[src/rtl/basic_system_ocram_arbiter.sv]
// Two-requester round-robin arbiter in front of a single-port on-chip RAM.
// Reads return a fixed one cycle after grant; writes complete in the grant cycle.
module basic_system_ocram_arbiter #(
    parameter int ADDR_W = 13,
    parameter int DATA_W = 16,
    parameter int BE_W   = 2
) (
    input  logic              clk,
    input  logic              reset,

    input  logic [ADDR_W-1:0] m0_address,
    input  logic [BE_W-1:0]   m0_byteenable,
    input  logic              m0_read,
    input  logic              m0_write,
    input  logic [DATA_W-1:0] m0_writedata,
    output logic              m0_waitrequest,
    output logic [DATA_W-1:0] m0_readdata,
    output logic              m0_readdatavalid,

    input  logic [ADDR_W-1:0] m1_address,
    input  logic [BE_W-1:0]   m1_byteenable,
    input  logic              m1_read,
    input  logic              m1_write,
    input  logic [DATA_W-1:0] m1_writedata,
    output logic              m1_waitrequest,
    output logic [DATA_W-1:0] m1_readdata,
    output logic              m1_readdatavalid,

    output logic [ADDR_W-1:0] ram_address,
    output logic [BE_W-1:0]   ram_byteenable,
    output logic [DATA_W-1:0] ram_writedata,
    output logic              ram_chipselect,
    output logic              ram_write,
    output logic              ram_clken,
    input  logic [DATA_W-1:0] ram_readdata
);

    localparam logic M0 = 1'b0;
    localparam logic M1 = 1'b1;

    logic act0, act1;
    logic grant_vld, winner, win_read, win_write;
    logic last_grant_q, last_grant_d;
    logic rd_pending_q, rd_pending_d;
    logic rd_owner_q, rd_owner_d;

    always_comb begin
        act0      = m0_read | m0_write;
        act1      = m1_read | m1_write;
        grant_vld = !reset && (act0 || act1);

        // Under contention the requester that did not win last time goes next.
        if (act0 && act1) begin
            winner = ~last_grant_q;
        end else if (act1) begin
            winner = M1;
        end else begin
            winner = M0;
        end

        // A request with both read and write high is handled as a write.
        win_write = (winner == M1) ? m1_write : m0_write;
        win_read  = ((winner == M1) ? m1_read : m0_read) && !win_write;

        last_grant_d = grant_vld ? winner : last_grant_q;
        rd_pending_d = grant_vld && win_read;
        rd_owner_d   = winner;
    end

    always_ff @(posedge clk) begin
        if (reset) begin
            last_grant_q <= M1;
            rd_pending_q <= 1'b0;
            rd_owner_q   <= M0;
        end else begin
            last_grant_q <= last_grant_d;
            rd_pending_q <= rd_pending_d;
            rd_owner_q   <= rd_owner_d;
        end
    end

    assign m0_waitrequest = !(grant_vld && (winner == M0));
    assign m1_waitrequest = !(grant_vld && (winner == M1));

    assign ram_address    = (winner == M1) ? m1_address    : m0_address;
    assign ram_byteenable = (winner == M1) ? m1_byteenable : m0_byteenable;
    assign ram_writedata  = (winner == M1) ? m1_writedata  : m0_writedata;
    assign ram_chipselect = grant_vld;
    assign ram_write      = grant_vld && win_write;
    assign ram_clken      = 1'b1;

    // Read data is broadcast; only the valid strobe is steered to the owner.
    assign m0_readdata      = ram_readdata;
    assign m1_readdata      = ram_readdata;
    assign m0_readdatavalid = !reset && rd_pending_q && (rd_owner_q == M0);
    assign m1_readdatavalid = !reset && rd_pending_q && (rd_owner_q == M1);

endmodule
[config.mk]
export PLATFORM = sky130hd
export DESIGN_NAME = basic_system_ocram_arbiter
export DESIGN_NICKNAME = d
export VERILOG_FILES = /design/src/rtl/basic_system_ocram_arbiter.sv
export SDC_FILE = /design/constraint.sdc
export NUM_CORES = 1
export LEC_CHECK = 0
export ABC_AREA = 1
export CAP_MARGIN = 20
export CORE_ASPECT_RATIO = 1.4
export CORE_MARGIN = 2
export CORE_UTILIZATION = 20
export DETAILED_ROUTE_END_ITERATION = 8
export GPL_TIMING_DRIVEN = 0
export PLACE_DENSITY_LB_ADDON = 0.08
export SLEW_MARGIN = 20
export SYNTH_ARGS = -nofsm -noshare
export SYNTH_HDL_FRONTEND = slang
export SYNTH_SLANG_ARGS = --single-unit
[constraint.sdc]
create_clock -name clk -period 1.4 [get_ports clk]
set_input_delay 0.35 -clock clk [delete_from_list [all_inputs] [get_ports clk]]
set_output_delay 0.35 -clock clk [all_outputs]
set_load 0.05 [all_outputs]
==> run metrics <==
peak supply drop=631.7 uV; initial antenna violation count=0; synthesized area=837.1 um^2; die area=0.004726 mm^2; design area=0.003123 mm^2; startpoint types=primary input; CTS sink cnt=3; DRT Wirelength=4.627 mm; RePlAce Congestion=0.7469; HP Class=in -> reg; post-synth net total=247; period utilization=1.198; Fin. Hold Viols=0; Fillers=270; Mapped Cells=163; DRC=9; Initial Utilization=0.2100; arrival time at the worst endpoint=1.33 ns; Cell Area, Placed=0.002536 mm^2; CTS hold repair buffers=0; element type at the critical path end=output port; Hold Crit Depth=2; Reg clk slew, reported paths=0.03 ns; H-tree depth reported by CTS=1; synthesis-to-layout area growth=273.1%; post-synthesis sequential area ratio=0.07175; CTS tree=built; IO Pins=154; HPWL Detailed=3.378 mm; layout cells sized above 1=0.6025; Setup TNS=-8.088 ns; ANT nets after route=0; status=finished with violations; gr ovfl total=0; total power=2.249 mW; Lkg Pwr=1.555 nW; fmax=596.1 MHz; Crit path required time=1.05 ns; # diodes=0; Mapped Avg Cell Area=5.135 um^2; Initial DRC Count=20; RR Startpoint=last_grant_q$_SDFFE_PP1P_; setup ws final=-0.2775 ns; final setup fails=34; largest net degree at the start of global routing=11; vias in the first global route=1,564; die width=58.68 um; core area=0.003986 mm^2; first drt pass iteration count=5; final slew viol count=0; Reg2Reg Depth=6; wire per inst=12.85 um; Synth Register Bits=3; worst-path maximum fanout=6; Root Driver=clkbuf_8; violated checks=design-rule violations, negative setup slack; die height=80.55 um; CTS Buffer Depth=2; first-pass GRT wire length=7.258 mm; Reg2Reg Setup Slack=0.41 ns; site row count=27; PortBufs=136; commonest cells after routing, fill and taps aside=62 x clkdlybuf4s50_1, 51 x nand2_4, 43 x buf_4; worst reg2reg endpoint=rd_pending_q$_SDFF_PP0_; unrepaired setup endpoints after global routing=true; max cap viols=0; Synth Warn #=0; layout net count=402; CTS Buf Count=3; commonest non-fill, non-tap cell in the layout=clkdlybuf4s50_1; via/cell ratio=4.192; hold path startpoint=reset; minimum clock period=1.678 ns; GRT Total Usage=0.1965; Worst-Skew Late Latency=0.22 ns; clk_skew=0.00006120 ns; WHS Endpoint=rd_owner_q$_SDFF_PP0_; kind of critical path=in -> out; distinct cell type count after synthesis=12; vias=1,509; pwr/cell area=720.2 mW/mm^2
-- layout make-up --
type | instances | area [um^2] | share of cell area
multi-input combinational | 114 | 949.7 | 0.3041
inverter | 7 | 33.78 | 0.01082
sequential | 3 | 61.31 | 0.01963
timing repair buffer | 151 | 1659 | 0.5312
clock buffer | 4 | 45.04 | 0.01442
tap | 43 | 53.80 | 0.01723
buffer | 38 | 320.3 | 0.1026
-- worst max-delay path, stage by stage --
cell and delay (ns):
buf_6 0.11, o21ai_4 0.17, nand2_4 0.11, inv_8 0.11, buf_12 0.11, buf_12 0.12, nand2_4 0.05, nand2_4 0.06
buf_8 0.13
-- per-stage QoR --
stage	instances	util	hold slack [ns]	setup WS (ns)
floorplan	163	-	0.4339	-0.1217
global placement	342	0.6362	0.5149	-1.380
detailed placement	342	0.6362	0.5374	-1.400
CTS	359	0.7762	0.4714	-0.2572
global route	360	0.7834	0.4038	-0.3291
finish	360	0.7834	0.3961	-0.2775
-- sequential cells by signal, indices dropped and copies added, names as in the netlist --
signal / cells
last_grant_q: 1
rd_owner_q: 1
rd_pending_q: 1
-- kinds of logic (layout without fill, tap and decap cells) --
group / Yosys count / count (layout) / synth area share
AO/OA/AOI/OAI: 4 / 4 / 0.03737
buffers and inverters: 46 / 200 / 0.3886
flip-flops: 3 / 3 / 0.07175
other: 1 / 1 / 0.004480
AND/OR/NAND/NOR: 109 / 109 / 0.4978
-- what timing repair did --
action / CTS / global route
setup endpoints to repair: 70 / 35
resized for setup: 426 / 10
cloned: 4 / 0
pin swaps: 10 / 4
buffers inserted: 10 / 1
-- how the worst max path moves through the flow --
stage	startpoint	endpoint	slack (ns)
after floorplan	m0_read	ram_write	-0.12
after global placement	m0_read	ram_writedata[11]	-1.38
after detailed placement	m0_read	ram_writedata[11]	-1.40
after CTS	last_grant_q$_SDFFE_PP1P_	ram_address[9]	-0.26
after global routing	m0_read	ram_address[11]	-0.33
final	m0_read	ram_address[11]	-0.28
-- cell usage after synthesis --
library cell | n | area, um^2
nand2_1 | 102 | 382.9
buf_4 | 33 | 247.7
inv_1 | 6 | 22.52
nor2_1 | 6 | 22.52
a21oi_1 | 3 | 15.01
buf_2 | 3 | 15.01
buf_6 | 3 | 33.78
dfxtp_1 | 3 | 60.06
conb_1 | 1 | 3.750
inv_4 | 1 | 6.260
nand2_4 | 1 | 11.26
o21ai_4 | 1 | 16.27
-- power breakdown --
| part | switching, mW | total [mW] | internal [mW] | leakage [nW] |
|---|---|---|---|---|
| combinational | 1.06 | 1.90 | 0.841 | 1.51 |
| clock | 0.0570 | 0.251 | 0.194 | 0.0228 |
| sequential | 0.00443 | 0.0980 | 0.0936 | 0.0246 |
-- per-layer routing --
layer	part of all wire	global-route usage	up-vias
li1	-	-	755
met1	0.30	0.1874	656
met2	0.57	0.3933	84
met3	0.091	0.03543	14
met4	0.038	0.08182	0
met5	0	0	-
(Power assumes the default switching activity.)
==> edit (config.mk and constraints unchanged) <==
Reset style: asynchronous (`reset`), changed in one clocked block.
--- a/src/rtl/basic_system_ocram_arbiter.sv
+++ b/src/rtl/basic_system_ocram_arbiter.sv
@@ -67,7 +67,7 @@
         rd_owner_d   = winner;
     end
 
-    always_ff @(posedge clk) begin
+    always_ff @(posedge clk or posedge reset) begin
         if (reset) begin
             last_grant_q <= M1;
             rd_pending_q <= 1'b0;
Behaviour: differs if reset is asserted again (counterexample within 4 cycles, from zero or initial values and one cycle with reset high); with reset held inactive, the same outputs for 10 cycles.
==> edit against the unedited design <==
- first-iteration DRC count up 120%
- maximum frequency fell by 11%
- total power rose by 24%
- final area rose by 12%
- largest cell class unchanged
- routed wire length is 2.4% lower
- setup slack got worse by 0.20 ns
- global-route usage shrank 2.4 points
- register-to-register slack lost 0.22 ns
- the flow finishes with violations (setup timing)
- sequential cell count did not move
- synthesized area is 6.3% higher
- largest power group unchanged
- count of clock-buffer cells in the layout unchanged
- combinational power grew 27%
- clock power increased by 4%
==> edit: results (changes against the unedited design) <==
\begin{tabular}{lr}
\hline
Metric & Value \\
\hline
\multicolumn{2}{l}{\textbf{Outcome}} \\
Result of the run & complete, but fails checks (unchanged) \\
Failing checks & setup timing (was DRC, setup timing) \\
\multicolumn{2}{l}{\textbf{Global route}} \\
Largest net degree at the start of global routing & 12 (was 11) \\
Gr usage total & 17.2\% (was 19.6\%) \\
Wire length of the first global-routing pass & 6700 um (was 7260 um) \\
\multicolumn{2}{l}{\textbf{Layout}} \\
Layout filler cell count & 259 (was 270) \\
Total Nets Final & 398 (was 402) \\
Fraction of layout cells with a size suffix above 1 & 64.2\% (was 60.3\%) \\
\multicolumn{2}{l}{\textbf{Pwr}} \\
Peak ir drop on the vdd network & 527 uV (was 632 uV) \\
Leakage Power & 1.57 nW (was 1.56 nW) \\
\multicolumn{2}{l}{\textbf{Synth}} \\
Main synth FF type & sky130\_fd\_sc\_hd\_\_dfrtp\_1 (was sky130\_fd\_sc\_hd\_\_dfxtp\_1) \\
Avg Cell Area, Syn & 5.46 um\^{}2 (was 5.14 um\^{}2) \\
Proportion of register bits with asynchronous set or reset after synthesis & 100\% (was 0\%) \\
Top cells by count, synth & 94 x sky130\_fd\_sc\_hd\_\_nand2\_1, 33 x sky130\_fd\_sc\_hd\_\_buf\_4, 9 x sky130\_fd\_sc\_hd\_\_nand2\_2 (was 102 x sky130\_fd\_sc\_hd\_\_nand2\_1, 33 x sky130\_fd\_sc\_hd\_\_buf\_4, 6 x sky130\_fd\_sc\_hd\_\_inv\_1, 6 x sky130\_fd\_sc\_hd\_\_nor2\_1) \\
Synth area leaders & sky130\_fd\_sc\_hd\_\_nand2\_1 40\%, sky130\_fd\_sc\_hd\_\_buf\_4 28\%, sky130\_fd\_sc\_hd\_\_nand2\_2 6.3\% (was sky130\_fd\_sc\_hd\_\_nand2\_1 46\%, sky130\_fd\_sc\_hd\_\_buf\_4 30\%, sky130\_fd\_sc\_hd\_\_dfxtp\_1 7.2\%) \\
\multicolumn{2}{l}{\textbf{Detailed routing}} \\
Total via count in the routed design & 1,512 (was 1,509) \\
Initial detailed-routing violation count & 44 (was 20) \\
Aggregate routed wire length & 4520 um (was 4630 um) \\
\multicolumn{2}{l}{\textbf{Hold path}} \\
Class of the worst hold path & input port to async pin (was input port to flip-flop) \\
\multicolumn{2}{l}{\textbf{Place}} \\
\# placed instances & 359 (was 342) \\
Final Wtd Congestion & 0.686 (was 0.747) \\
Half-perimeter wire length after placement & 3660 um (was 3380 um) \\
\multicolumn{2}{l}{\textbf{STA}} \\
Setup\_tns & -14.94 ns (was -8.09 ns) \\
Finish-stage setup viols & 34 (unchanged) \\
PnR worst setup slack & -0.479 ns (was -0.278 ns) \\
Final worst clock skew & 0.00209 ns (was 0.0000612 ns) \\
\multicolumn{2}{l}{\textbf{Clocking}} \\
CTS root buffer & sky130\_fd\_sc\_hd\_\_clkbuf\_8 (unchanged) \\
\multicolumn{2}{l}{\textbf{Critical path}} \\
Critical Path Fanout Max & 10 (was 6) \\
Data arrival time of the critical path & 1.53 ns (was 1.33 ns) \\
\hline
\end{tabular}
-- edit: cell count changes in the layout (fill, tap and decap cells not counted), sizes merged, moves of 2 or more --
| cell | unedited run | this run |
|---|---|---|
| buf | 95 | 90 |
| dfxtp | 3 | 0 |
| dfrtp | 0 | 2 |
| a21oi | 3 | 1 |
-- edit: critical path, cell delays in order (launching register included) --
cell	delay (ns)
sky130_fd_sc_hd__dfstp_2	0.55
sky130_fd_sc_hd__o21ai_4	0.07
sky130_fd_sc_hd__nand2_4	0.13
sky130_fd_sc_hd__inv_8	0.08
sky130_fd_sc_hd__buf_16	0.18
sky130_fd_sc_hd__nand2_4	0.10
sky130_fd_sc_hd__nand2_8	0.05
sky130_fd_sc_hd__buf_8	0.14
-- edit: worst paths after layout --
check / slack [ns] / from / end / depth (start not counted)
min in group clk: 0.39 / m1_write / rd_pending_q / 4
worst max-delay path: -0.48 / last_grant_q / ram_address[2] / 7
worst max register to register: 0.19 / last_grant_q / rd_pending_q / 6
worst min-delay path: 0.12 / reset / rd_pending_q / 3
worst min register to register: 0.65 / last_grant_q / last_grant_q / 3
max in group asynchronous: 1.08 / reset / last_grant_q / 3
-- edit: stage by stage --
step	instance area, um^2	hold slack (ns)	setup slack, ns
finish	3510	0.123	-0.479
global route	3510	0.135	-0.518
CTS	3470	0.255	-0.470
detailed placement	3230	0.515	-1.48
global placement	3230	0.478	-1.49
floorplan	1790	0.119	-0.142
-- edit: metal layers --
metal	part of all wire (%)	wire, um	vias up	track usage, %
met5	0	0	-	0
met4	1.6	72	0	4.44
met3	10	460	7	5.92
met2	60	2700	80	34.5
met1	28	1280	679	15.0
li1	-	-	746	-
-- edit: power groups by stage --
stage          registers, W  clock network, W  logic, W
5_1_grt            0.000110          0.000279   0.00252
3_5_place_dp       0.000109                 0   0.00222
6_report           0.000109          0.000262   0.00242
4_1_cts            0.000109          0.000261   0.00241
2_1_floorplan      0.000108                 0   0.00158
3_3_place_gp       0.000109                 0   0.00221
-- edit: kinds of logic after synthesis --
| group | synth area share [%] |
|---|---|
| buffers and inverters | 37.6 |
| AND/OR/NAND/NOR | 50.6 |
| flip-flops | 8.58 |
| other | 0.422 |
| AO/OA/AOI/OAI | 2.81 |
-- edit: repair_timing --
item                       4_1_cts  5_1_grt
hold buffers                     0        0
gates cloned                     1        0
setup endpoints to repair       70       37
pin swaps                        6        4
gates resized for setup        345       10
buffers inserted                 8        2
-- edit: cell type report --
type                            instances  area (um^2)  share of cell area, %
Buffer                                 38          354                   10.1
Multi-Input combinational cell        114         1380                   39.4
Inverter                                7         33.8                  0.963
Clock buffer                            4         45.0                   1.28
Timing Repair Buffer                  147         1540                   43.9
Sequential cell                         3         76.3                   2.18
Tap cell                               60         75.1                   2.14
